$ cat src/rtl/refill_arbiter.sv
`default_nettype none
// refill_arbiter: shares one AXI read-burst port between icache and dcache line refills.
// Define REFILL_ARB_RR_EN for round-robin tie-break; default is fixed dcache-over-icache priority.
module refill_arbiter #(
  parameter int ADDR_W    = 64,
  parameter int DATA_W    = 64,
  parameter int BURST_LEN = 8
) (
  input  logic              clk,
  input  logic              rst,
  input  logic              ic_req,
  input  logic [ADDR_W-1:0] ic_addr,
  output logic              ic_data_valid,
  output logic              ic_last,
  input  logic              dc_req,
  input  logic [ADDR_W-1:0] dc_addr,
  output logic              dc_data_valid,
  output logic              dc_last,
  output logic              ar_valid,
  input  logic              ar_ready,
  output logic [ADDR_W-1:0] ar_addr,
  output logic [7:0]        ar_len,
  input  logic              r_valid,
  output logic              r_ready,
  input  logic              r_last,
  input  logic [DATA_W-1:0] r_data,
  output logic              burst_err
);

  localparam int OFFS_W = $clog2(BURST_LEN * DATA_W / 8);
  localparam int CNT_W  = $clog2(BURST_LEN);

  localparam logic [1:0] IDLE = 2'd0;
  localparam logic [1:0] ADDR = 2'd1;
  localparam logic [1:0] DATA = 2'd2;

  logic [1:0]        state_q, state_d;
  logic              gnt_q, gnt_d;
  logic [ADDR_W-1:0] addr_q, addr_d;
  logic [CNT_W-1:0]  beat_cnt_q, beat_cnt_d;
  logic              burst_err_q, burst_err_d;

  logic              win;
  logic [ADDR_W-1:0] win_addr;
  logic              beat;
  logic              cnt_max;
  logic              burst_end;

`ifdef REFILL_ARB_RR_EN
  logic rr_ptr_q, rr_ptr_d;

  // rr_ptr holds the requester served last; a tie goes to the other one.
  always_comb begin
    win = dc_req;
    if (ic_req && dc_req) begin
      win = ~rr_ptr_q;
    end
  end

  always_comb begin
    rr_ptr_d = rr_ptr_q;
    if (burst_end) begin
      rr_ptr_d = gnt_q;
    end
  end

  always_ff @(posedge clk or posedge rst) begin
    if (rst) begin
      rr_ptr_q <= 1'b0;
    end else begin
      rr_ptr_q <= rr_ptr_d;
    end
  end
`else
  assign win = dc_req;
`endif

  assign win_addr  = win ? dc_addr : ic_addr;
  assign beat      = (state_q == DATA) && r_valid;
  assign cnt_max   = (beat_cnt_q == CNT_W'(BURST_LEN - 1));
  assign burst_end = beat && (r_last || cnt_max);

  always_comb begin
    state_d     = state_q;
    gnt_d       = gnt_q;
    addr_d      = addr_q;
    beat_cnt_d  = beat_cnt_q;
    burst_err_d = 1'b0;
    case (state_q)
      IDLE: begin
        if (ic_req || dc_req) begin
          gnt_d      = win;
          addr_d     = {win_addr[ADDR_W-1:OFFS_W], {OFFS_W{1'b0}}};
          beat_cnt_d = '0;
          state_d    = ADDR;
        end
      end
      ADDR: begin
        if (ar_ready) begin
          state_d = DATA;
        end
      end
      DATA: begin
        if (beat) begin
          beat_cnt_d = beat_cnt_q + 1'b1;
        end
        if (burst_end) begin
          burst_err_d = (r_last != cnt_max);
          state_d     = IDLE;
        end
      end
      default: state_d = IDLE;
    endcase
  end

  always_ff @(posedge clk or posedge rst) begin
    if (rst) begin
      state_q     <= IDLE;
      gnt_q       <= 1'b0;
      addr_q      <= '0;
      beat_cnt_q  <= '0;
      burst_err_q <= 1'b0;
    end else begin
      state_q     <= state_d;
      gnt_q       <= gnt_d;
      addr_q      <= addr_d;
      beat_cnt_q  <= beat_cnt_d;
      burst_err_q <= burst_err_d;
    end
  end

  assign ar_valid      = (state_q == ADDR);
  assign ar_addr       = addr_q;
  assign ar_len        = 8'(BURST_LEN - 1);
  assign r_ready       = (state_q == DATA);
  assign ic_data_valid = beat && !gnt_q;
  assign dc_data_valid = beat && gnt_q;
  assign ic_last       = burst_end && !gnt_q;
  assign dc_last       = burst_end && gnt_q;
  assign burst_err     = burst_err_q;

  // Beat payload goes straight to the caches; line-offset bits are dropped by alignment.
  logic unused_inputs;
  assign unused_inputs = ^{r_data, ic_addr[OFFS_W-1:0], dc_addr[OFFS_W-1:0]};

endmodule
`default_nettype wire
$ cat config.mk
export PLATFORM = sky130hd
export DESIGN_NAME = refill_arbiter
export DESIGN_NICKNAME = d
export VERILOG_FILES = /design/src/rtl/refill_arbiter.sv
export SDC_FILE = /design/constraint.sdc
export NUM_CORES = 1
export LEC_CHECK = 0
export CAP_MARGIN = 15
export CORE_MARGIN = 5
export CORE_UTILIZATION = 36
export DETAILED_ROUTE_END_ITERATION = 10
export HOLD_SLACK_MARGIN = 0.03
export PLACE_DENSITY_LB_ADDON = 0.25
export SLEW_MARGIN = 10
export SYNTH_ARGS = -nofsm -noshare
export SYNTH_HDL_FRONTEND = slang
export SYNTH_SLANG_ARGS = --single-unit
$ cat constraint.sdc
create_clock -name clk -period 3.4 [get_ports clk]
set_input_delay 0.68 -clock clk [delete_from_list [all_inputs] [get_ports clk]]
set_output_delay 0.68 -clock clk [all_outputs]
set_load 0.005 [all_outputs]
==> out/metrics.csv <==
metric,value,unit
Post-route DRC,0,
post-synthesis adder-cell area fraction,1.093,%
synthesized instance count,247,
CTS sink count,65,
mapped cell area,3433,sq um
largest net degree at the start of global routing,66,
reg-to-reg startpoint,state_q[1],
initial core utilization,36.98,%
Area Overhead vs Synth,60.42,%
IO buf count,187,
post-synthesis simple-gate area fraction,3.353,%
initial antenna violation count,0,
post-route setup slack,571.8,ps
CORE AREA,9284,sq um
Antenna diodes,0,
Worst VDD drop,260.2,uV
CP Max Fanout,3,
max-slew violation count,0,
Critical Path Start,r_last,
FF-to-FF setup slack,1760,ps
CTS tree,done,
Final #Nets,634,
crit path kind,input port to output pin,
WP data arrival,2150,ps
CP Data Required Time,2720,ps
Slew HR,44.22,%
CP endpoint,dc_last,
cell area after placement,5334,sq um
maximum clock path buffer count,2,
"worst slack, placed",559.7,ps
yosys warns,0,
1st-iter DRT viols,32,
design area,5508,sq um
HPWL after detailed placement,6736,um
cts hold-fix bufs,0,
postcts setup bufs,0,
DR pass1 iterations,3,
grt ovf,0,
status,completed,
die height,107.7,um
first-pass GRT wire length,13060,um
"Reg clk slew, reported paths",70,ps
clk_lat worst skew,330,ps
H-tree depth,3,
Final period util,83.18,%
Worst-Margin Slew,836.7,ps
clk_skew,8.821,ps
vias,2554,
CTS Root Cell,clkbuf_8,
vias in the first global route,2630,
Peak Freq,353.6,MHz
PD cells,700.8,nW/um^2
# setup viols final,0,
number of synthesized flops with an enable pin,0,
reg-to-reg endpoint,ar_addr[39],
row cnt,35,
Die Span X,107.7,um
RSZ-0062 raised after global routing,false,
Period minus WS final,2828,ps
Critical Path Sink Type,output pin,
Synth Area in Compound Gates,2.077,%
main combinational cell family by area after synthesis,multiplexers,
share of layout cells above drive strength 1,31.35,%
final hold viol count,0,
via/cell ratio,4.512,
XOR/XNOR share of the synthesized area,0,%
Post-Syn Area per Cell,13.90,sq um
FF-to-FF path depth,4,
sequential element share of the synthesized area,47.38,%
Tightest Hold Check Type,register to register,
post_cts resized,0,
IO Count,278,
max cap viols,0,
GRT Total Usage,14.61,%
crit path launch type,input port,
setup TNS,0,ps
routability cong.,0.6992,
Antenna Nets Post-Route,0,
Netlist cell types,25,
CTS Buf Count,9,
ys async rst share,100.0,%
Synth Register Bits,65,
Final Core Density,59.33,%
commonest register cell after synthesis,dfrtp_1,
multiplexer share of the synthesized area,39.03,%
leakage,2.275,nW
routed len/inst,15.54,um
final WL,8793,um
die area,11590,sq um
synthesized netlist by cell type (3+ instances only):
| cell type | count | area [sq um] |
|---|---|---|
| dfrtp_1 | 65 | 1627 |
| nand2_1 | 4 | 15.01 |
| inv_1 | 4 | 15.01 |
| ha_1 | 3 | 37.54 |
| o21ai_0 | 4 | 20.02 |
| buf_4 | 23 | 172.7 |
| mux2_4 | 9 | 135.1 |
| nor2b_1 | 3 | 18.77 |
| mux2_2 | 107 | 1205 |
worst max-delay path: stages:
cell and delay (ps):
clkdlybuf4s50_1 460, inv_1 40, ha_1 200, nor2_1 120, and2_1 140, clkdlybuf4s50_1 500
where the power goes:
group          total (W)  switching [W]  internal, W
clock           0.000577       0.000292     0.000285
sequential       0.00138       0.000222      0.00116
combinational    0.00190       0.000597      0.00130
total            0.00386        0.00111      0.00275
area by class of cell:
class / instances / area, sq um
repair buffers: 190 / 1914
multi-input cells: 162 / 1617
fillers: 802 / 3776
clock buffers: 12 / 145.1
inverters: 4 / 15.01
clock inverters: 4 / 28.78
well taps: 129 / 161.4
flip-flops and latches: 65 / 1627
placed cells by master, fill, tap and decap left out, types with 3 or more instances in the layout:
| cell type | netlist | final |
|---|---|---|
| clkbuf_8 | 0 | 10 |
| nor2b_1 | 3 | 3 |
| dfrtp_1 | 65 | 65 |
| mux2_4 | 9 | 9 |
| clkdlybuf4s50_1 | 0 | 186 |
| mux2_2 | 107 | 107 |
| nand2_1 | 4 | 4 |
| ha_1 | 3 | 3 |
| o21ai_0 | 4 | 4 |
| conb_1 | 2 | 14 |
| inv_1 | 4 | 3 |
sequential cells by signal, summed over array words and instances, names as in the netlist:
name and count:
ar_addr 58, beat_cnt_q 3, burst_err 1, gnt_q 1, state_q 2
layer usage:
metal,part of all wire (%),wire [um],vias to the layer above,GRT usage (%)
met4,1.8,161,0,6.222
met3,11,958,15,6.179
met2,52,4563,111,25.67
li1,-,-,1214,-
met1,35,3109,1214,15.19
met5,0,0,-,0
metrics by stage:
step	power [W]	hold slack (ps)	cells
floorplan	0.002287	469.1	259
finish	0.003860	504.2	566
CTS	0.003936	510.1	566
global placement	0.003285	486.8	550
global route	0.004113	523.3	566
detailed placement	0.003335	492.6	550
how the worst min path moves through the flow:
stage                       start             to  slack [ps]  cells after the start
floorplan           beat_cnt_q[1]  beat_cnt_q[1]         470                      2
global placement      ar_addr[13]    ar_addr[13]         490                      1
detailed placement    ar_addr[56]    ar_addr[56]         490                      1
CTS                   ar_addr[56]    ar_addr[56]         510                      1
global route          ar_addr[26]    ar_addr[26]         520                      1
finish                ar_addr[26]    ar_addr[26]         500                      1
cell families (layout without fill, tap and decap cells):
group | count (synthesis) | in the layout
other cells | 2 | 14
flops | 65 | 65
simple gates | 20 | 20
compound gates | 9 | 9
mux | 116 | 116
fa+ha+maj | 3 | 3
buf+inv | 32 | 210
No activity file was read; power rests on OpenSTA's default activity.
